<file path="config.mk">
export PLATFORM = sky130hd
export DESIGN_NAME = store_seq_flat
export DESIGN_NICKNAME = d
export VERILOG_FILES = /design/src/rtl/store_seq_if.sv /design/src/rtl/store_seq.sv /design/src/flat_wrapper.sv
export SDC_FILE = /design/constraint.sdc
export NUM_CORES = 1
export LEC_CHECK = 0
export ABC_AREA = 1
export ABC_CLOCK_PERIOD_IN_PS = 1700
export CORE_UTILIZATION = 42
export CTS_CLUSTER_SIZE = 8
export DETAILED_ROUTE_END_ITERATION = 10
export PLACE_DENSITY = 0.77
export SLEW_MARGIN = 20
export SYNTH_ARGS = -nofsm -noshare
export SYNTH_HDL_FRONTEND = slang
export SYNTH_SLANG_ARGS = --single-unit
</file>
<file path="constraint.sdc">
create_clock -name clk -period 1.7 [get_ports clk]
set_clock_uncertainty 0.2 [all_clocks]
set_input_delay 0.34 -clock clk [delete_from_list [all_inputs] [get_ports clk]]
set_output_delay 0.34 -clock clk [all_outputs]
set_load 0.01 [all_outputs]
</file>
<file path="src/rtl/store_seq_if.sv">
// Request/memory bus of the store sequencer.
// The requester drives start/store_type/addr; the sequencer drives the
// memory-side strobes and status flags.
interface store_seq_if;
  logic        start;
  logic [1:0]  store_type;
  logic [31:0] addr;
  logic [31:0] mem_addr;
  logic        mem_wr;
  logic        mdr_load;
  logic [1:0]  StoreSize_Ctrl;
  logic        busy;
  logic        done;
  logic        err;

  modport master (
    output start, store_type, addr,
    input  mem_addr, mem_wr, mdr_load, StoreSize_Ctrl, busy, done, err
  );

  modport slave (
    input  start, store_type, addr,
    output mem_addr, mem_wr, mdr_load, StoreSize_Ctrl, busy, done, err
  );
endinterface

</file>
<file path="src/rtl/store_seq.sv">
// Store sequencer: issues a word store directly, or a read-modify-write
// (read, wait MEM_LAT cycles, capture into MDR, write) for half/byte stores.
// Misaligned or illegal requests are rejected with a one-cycle err pulse.
// All outputs are registers decoded from the next state, so each output
// lines up with the state it belongs to.
module store_seq #(
  parameter int MEM_LAT = 1
) (
  input  logic         clk,
  input  logic         reset_n,
  store_seq_if.slave   bus
);

  typedef enum logic [2:0] {
    IDLE    = 3'd0,
    READ    = 3'd1,
    WAIT    = 3'd2,
    CAPTURE = 3'd3,
    WRITE   = 3'd4,
    FIN     = 3'd5
  } state_t;

  localparam logic [1:0] ST_SW   = 2'b00;
  localparam logic [1:0] ST_SH   = 2'b01;
  localparam logic [1:0] ST_ILL  = 2'b11;
  localparam logic [1:0] LAT_M1  = 2'(MEM_LAT - 1);

  state_t      state_r, state_s;
  logic [1:0]  type_r, type_s;
  logic [31:0] addr_r, addr_s;
  logic [1:0]  cnt_r, cnt_s;
  logic        err_s;

  logic        mem_wr_r;
  logic        mdr_load_r;
  logic        done_r;
  logic        err_r;
  logic        busy_r;
  logic [1:0]  size_r;

  // A request is rejected for the reserved type or a misaligned address.
  function automatic logic is_illegal(input logic [1:0] t, input logic [1:0] a_lo);
    logic ill;
    ill = 1'b0;
    if (t == ST_ILL) begin
      ill = 1'b1;
    end else if (t == ST_SW) begin
      ill = (a_lo != 2'b00);
    end else if (t == ST_SH) begin
      ill = a_lo[0];
    end else begin
      ill = 1'b0;
    end
    return ill;
  endfunction

  // Next-state, latched-field and wait-counter logic.
  always_comb begin
    state_s = state_r;
    type_s  = type_r;
    addr_s  = addr_r;
    cnt_s   = cnt_r;
    err_s   = 1'b0;
    case (state_r)
      IDLE: begin
        if (bus.start) begin
          type_s = bus.store_type;
          addr_s = bus.addr;
          if (is_illegal(bus.store_type, bus.addr[1:0])) begin
            err_s   = 1'b1;
            state_s = IDLE;
          end else if (bus.store_type == ST_SW) begin
            state_s = WRITE;
          end else begin
            state_s = READ;
          end
        end else begin
          state_s = IDLE;
        end
      end
      READ: begin
        state_s = WAIT;
        cnt_s   = LAT_M1;
      end
      WAIT: begin
        if (cnt_r == 2'd0) begin
          state_s = CAPTURE;
        end else begin
          cnt_s = cnt_r - 2'd1;
        end
      end
      CAPTURE: state_s = WRITE;
      WRITE:   state_s = FIN;
      FIN:     state_s = IDLE;
      default: state_s = IDLE;
    endcase
  end

  // State, latched request and counter registers.
  always_ff @(posedge clk or negedge reset_n) begin
    if (!reset_n) begin
      state_r <= IDLE;
      type_r  <= 2'b00;
      addr_r  <= 32'h0000_0000;
      cnt_r   <= 2'd0;
    end else begin
      state_r <= state_s;
      type_r  <= type_s;
      addr_r  <= addr_s;
      cnt_r   <= cnt_s;
    end
  end

  // Output registers decoded from the state being entered.
  always_ff @(posedge clk or negedge reset_n) begin
    if (!reset_n) begin
      mem_wr_r   <= 1'b0;
      mdr_load_r <= 1'b0;
      done_r     <= 1'b0;
      err_r      <= 1'b0;
      busy_r     <= 1'b0;
      size_r     <= 2'b00;
    end else begin
      mem_wr_r   <= (state_s == WRITE);
      mdr_load_r <= (state_s == CAPTURE);
      done_r     <= (state_s == FIN);
      err_r      <= err_s;
      busy_r     <= (state_s != IDLE);
      size_r     <= ((state_s == CAPTURE) || (state_s == WRITE)) ? type_s : 2'b00;
    end
  end

  // The latched address register doubles as the registered memory address.
  assign bus.mem_addr       = addr_r;
  assign bus.mem_wr         = mem_wr_r;
  assign bus.mdr_load       = mdr_load_r;
  assign bus.done           = done_r;
  assign bus.err            = err_r;
  assign bus.busy           = busy_r;
  assign bus.StoreSize_Ctrl = size_r;

endmodule

</file>
<file path="src/flat_wrapper.sv">
// flat-port wrapper written by rule: the top's interface ports become plain ports
module store_seq_flat 
#(
  parameter int MEM_LAT = 1
)
  (clk, reset_n, bus_start, bus_store_type, bus_addr, bus_mem_addr, bus_mem_wr, bus_mdr_load, bus_StoreSize_Ctrl, bus_busy, bus_done, bus_err);
  store_seq_if bus_i ();
  input  logic clk;
  input  logic reset_n;
  input wire logic [$bits(bus_i.start)-1:0] bus_start;
  input wire logic [$bits(bus_i.store_type)-1:0] bus_store_type;
  input wire logic [$bits(bus_i.addr)-1:0] bus_addr;
  output wire logic [$bits(bus_i.mem_addr)-1:0] bus_mem_addr;
  output wire logic [$bits(bus_i.mem_wr)-1:0] bus_mem_wr;
  output wire logic [$bits(bus_i.mdr_load)-1:0] bus_mdr_load;
  output wire logic [$bits(bus_i.StoreSize_Ctrl)-1:0] bus_StoreSize_Ctrl;
  output wire logic [$bits(bus_i.busy)-1:0] bus_busy;
  output wire logic [$bits(bus_i.done)-1:0] bus_done;
  output wire logic [$bits(bus_i.err)-1:0] bus_err;
  assign bus_i.start = bus_start;
  assign bus_i.store_type = bus_store_type;
  assign bus_i.addr = bus_addr;
  assign bus_mem_addr = bus_i.mem_addr;
  assign bus_mem_wr = bus_i.mem_wr;
  assign bus_mdr_load = bus_i.mdr_load;
  assign bus_StoreSize_Ctrl = bus_i.StoreSize_Ctrl;
  assign bus_busy = bus_i.busy;
  assign bus_done = bus_i.done;
  assign bus_err = bus_i.err;
  store_seq #(.MEM_LAT(MEM_LAT)) u_core (.clk(clk), .reset_n(reset_n), .bus(bus_i));
endmodule
</file>
==> run_results.csv <==
group,metric,value,unit
outcome,outcome,"completed",
final_layout,final_nets,267,
power_and_ir_drop,total_power,4.49,mW
timing,setup_ws,77.8,ps
final_layout,area_growth,49.6,%
global_route,use_met1,22.5,%
die,io-pin-count,76,
drt,drt_first_pass_iters,4,
synthesis,yosys_warnings,0,
final_layout,final_common_cell,"dfrtp_1",
placement,dp_slack,-244,ps
worst_setup_path,start_kind,"input port",
cts,clkTransAtPathRegs,80,ps
synthesis,synth-seq-area-share,63.8,%
synthesis,syn_area,0.00180,mm2
power_and_ir_drop,swShare,33.7,%
global_route,antenna_found_initial,0,
final_layout,antenna_cells,0,
worst_setup_path,end_kind,"flip-flop",
cts,root_buffer,"clkbuf_8",
synthesis,synth_cell_type_count,18,
die,start_util,44.5,%
drt,ant_nets,0,
cts,cts_tree,"done",
final_layout,final_area,0.00270,mm2
cts,clock_sinks,46,
cts,insertion_delay,300,ps
placement,place_hpwl,3190,um
drt,drt-initial-drc-count,38,
placement,dpl_cell_area,0.00265,mm2
synthesis,synth_top_area_cell,"dfrtp_1",
power_and_ir_drop,power_frac_clock,13.8,%
placement,gp_congestion,0.854,
timing,grt_setup_unrepaired,"no",
worst_setup_path,cp.arrival,1600,ps
synthesis,syn-num-nets,180,
cts,numCtsBuffers,5,
final_layout,final_cell_mix,"dfrtp_1, dlygate4sd2_1, clkdlybuf4s50_1",
power_and_ir_drop,p_leak,1.33,nW
global_route,met3_usage,5.74,%
global_route,grt_pass1_vias,1475,
power_and_ir_drop,internal_power,2.98,mW
power_and_ir_drop,ir_drop,0.870,mV
timing,finalSetupViolCount,0,
die,fp.dieH,67.5,um
drt,vias_per_cell,4.82,
power_and_ir_drop,power_density,1660,mW/mm2
global_route,grt_pass1_wl,6720,um
die,die_area,0.00456,mm2
cts,post-cts-setup-buffers,0,
timing,finalHoldViolCount,0,
power_and_ir_drop,combPwrFrac,44.8,%
global_route,grt-busiest-layer,"met2",
worst_setup_path,required,1680,ps
cts,cts.path.max_buffers,2,
power_and_ir_drop,pwr-share-seq,41.4,%
drt,wire_per_inst,14.8,um
global_route,track_usage,20.9,%
synthesis,syn_avg_cell_area,12.7,um2
synthesis,ys_ff_latch,46,
cts,htreeDepth,2,
drt,drt_wl_total,4130,um
timing,slew_headroom,71.1,%
hold_path,min_path_type,"input port to flip-flop",
placement,portBuffers,75,
timing,maxSlewViolCount,0,
flow_run,drv_cap,0,
final_layout,fin_util,66.5,%
timing,worst_pin_slew,434,ps
timing,fin_crit_sh,95.4,%
worst_setup_path,path_class,"input port to flip-flop",
timing,hold_ws,197,ps
worst_setup_path,r2r_setup_slack,140,ps
global_route,grt_max_degree,29,
power_and_ir_drop,p_switching,1.51,mW
drt,num_vias,1344,
synthesis,synth_cells,142,
worst_setup_path,path_max_fanout,11,
die,rows,23,
global_route,grt_overflow_total,0,
timing,fmax,616,MHz
die,coreArea,0.00406,mm2
die,die_x,67.5,um
final_layout,drive_gt1_share,21.8,%
synthesis,synthTopCellsByArea,"dfrtp_1, mux2_2, nand2_1, inv_1, nand3_1",
drt,drc,0,
global_route,use_met2,37.0,%
timing,timing.final.crit_period,1620,ps
synthesis,synth.top_cell.area_share,63.8,%
[routing by layer]
metal	up-vias	share of wire, %
met5	-	0
met2	50	54
li1	632	-
met1	651	38
met4	0	2.2
met3	11	5.5
[flip-flops by register name (all words and copies together) (netlist names)]
signal and cells:
u_core.bus.err 1, u_core.type_r 2, u_core.cnt_r 2, u_core.bus.mdr_load 1, u_core.bus.StoreSize_Ctrl 2, u_core.bus.done 1
u_core.bus.busy 1, u_core.state_r 3, u_core.bus.mem_addr 32, u_core.bus.mem_wr 1
[cells by family after synthesis]
| kind of cell | count (synthesis) | synth area share (%) |
|---|---|---|
| DFF | 46 | 63.8 |
| AOI/OAI and AO/OA | 10 | 2.77 |
| buffers and inverters | 19 | 4.92 |
| muxes | 30 | 18.9 |
| and+or+nand+nor | 36 | 8.88 |
| adders and majority gates | 1 | 0.693 |
[worst max-delay path, cell delays in order]
cell,delay (ps)
clkdlybuf4s50_1,450
inv_1,50
nor2_1,140
nand2_1,130
buf_4,210
mux2_2,290
[cell type report]
cell class	instances	area, um2
clock buffers	7	76.3
inverters	15	56.3
repair buffers	84	782
well taps	50	62.6
flip-flops and latches	46	1150
fillers	328	1360
multi-input cells	77	571
[cell usage after synthesis, drive strengths merged]
| cell type | number |
|---|---|
| nand3 | 6 |
| mux2 | 30 |
| nand4 | 1 |
| ha | 1 |
| nor2 | 6 |
| or2 | 2 |
| a21oi | 3 |
| nor3 | 2 |
| inv | 15 |
| o21ai | 7 |
| dfrtp | 46 |
| buf | 4 |
| nand2 | 19 |
[per-stage QoR]
step / std cells / setup TNS [ps]
global route: 279 / 0
floorplan: 142 / 0
detailed placement: 271 / -7530
finish: 279 / 0
CTS: 279 / 0
global placement: 271 / -5590
[power groups by stage]
stage	combinational, mW	sequential [mW]	clock (mW)
2_1_floorplan	0.890	2.08	0
3_3_place_gp	2.25	1.87	0
3_5_place_dp	2.32	1.90	0
4_1_cts	2.02	1.86	0.643
5_1_grt	2.18	1.92	0.687
6_report	2.01	1.86	0.620
[what timing repair did]
action | 4_1_cts | 5_1_grt
cloned | 0 | 0
gates resized for setup | 39 | 3
endpoints found under the hold margin | 18 | 0
endpoints found under the setup margin | 39 | 2
hold buffers | 1 | 0
[worst paths after layout]
path / start / to / cells after the start
worst max-delay path: bus_start / u_core.bus.mem_addr[16] / 6
worst min-delay path: bus_store_type[1] / u_core.type_r[1] / 3
worst max register to register: u_core.state_r[2] / u_core.bus.mem_addr[16] / 4
worst min register to register: u_core.bus.mem_addr[21] / u_core.bus.mem_addr[21] / 1
max in group asynchronous: reset_n / u_core.bus.mem_addr[17] / 3
min in group asynchronous: reset_n / u_core.bus.busy / 2
(Power assumes the default switching activity.)
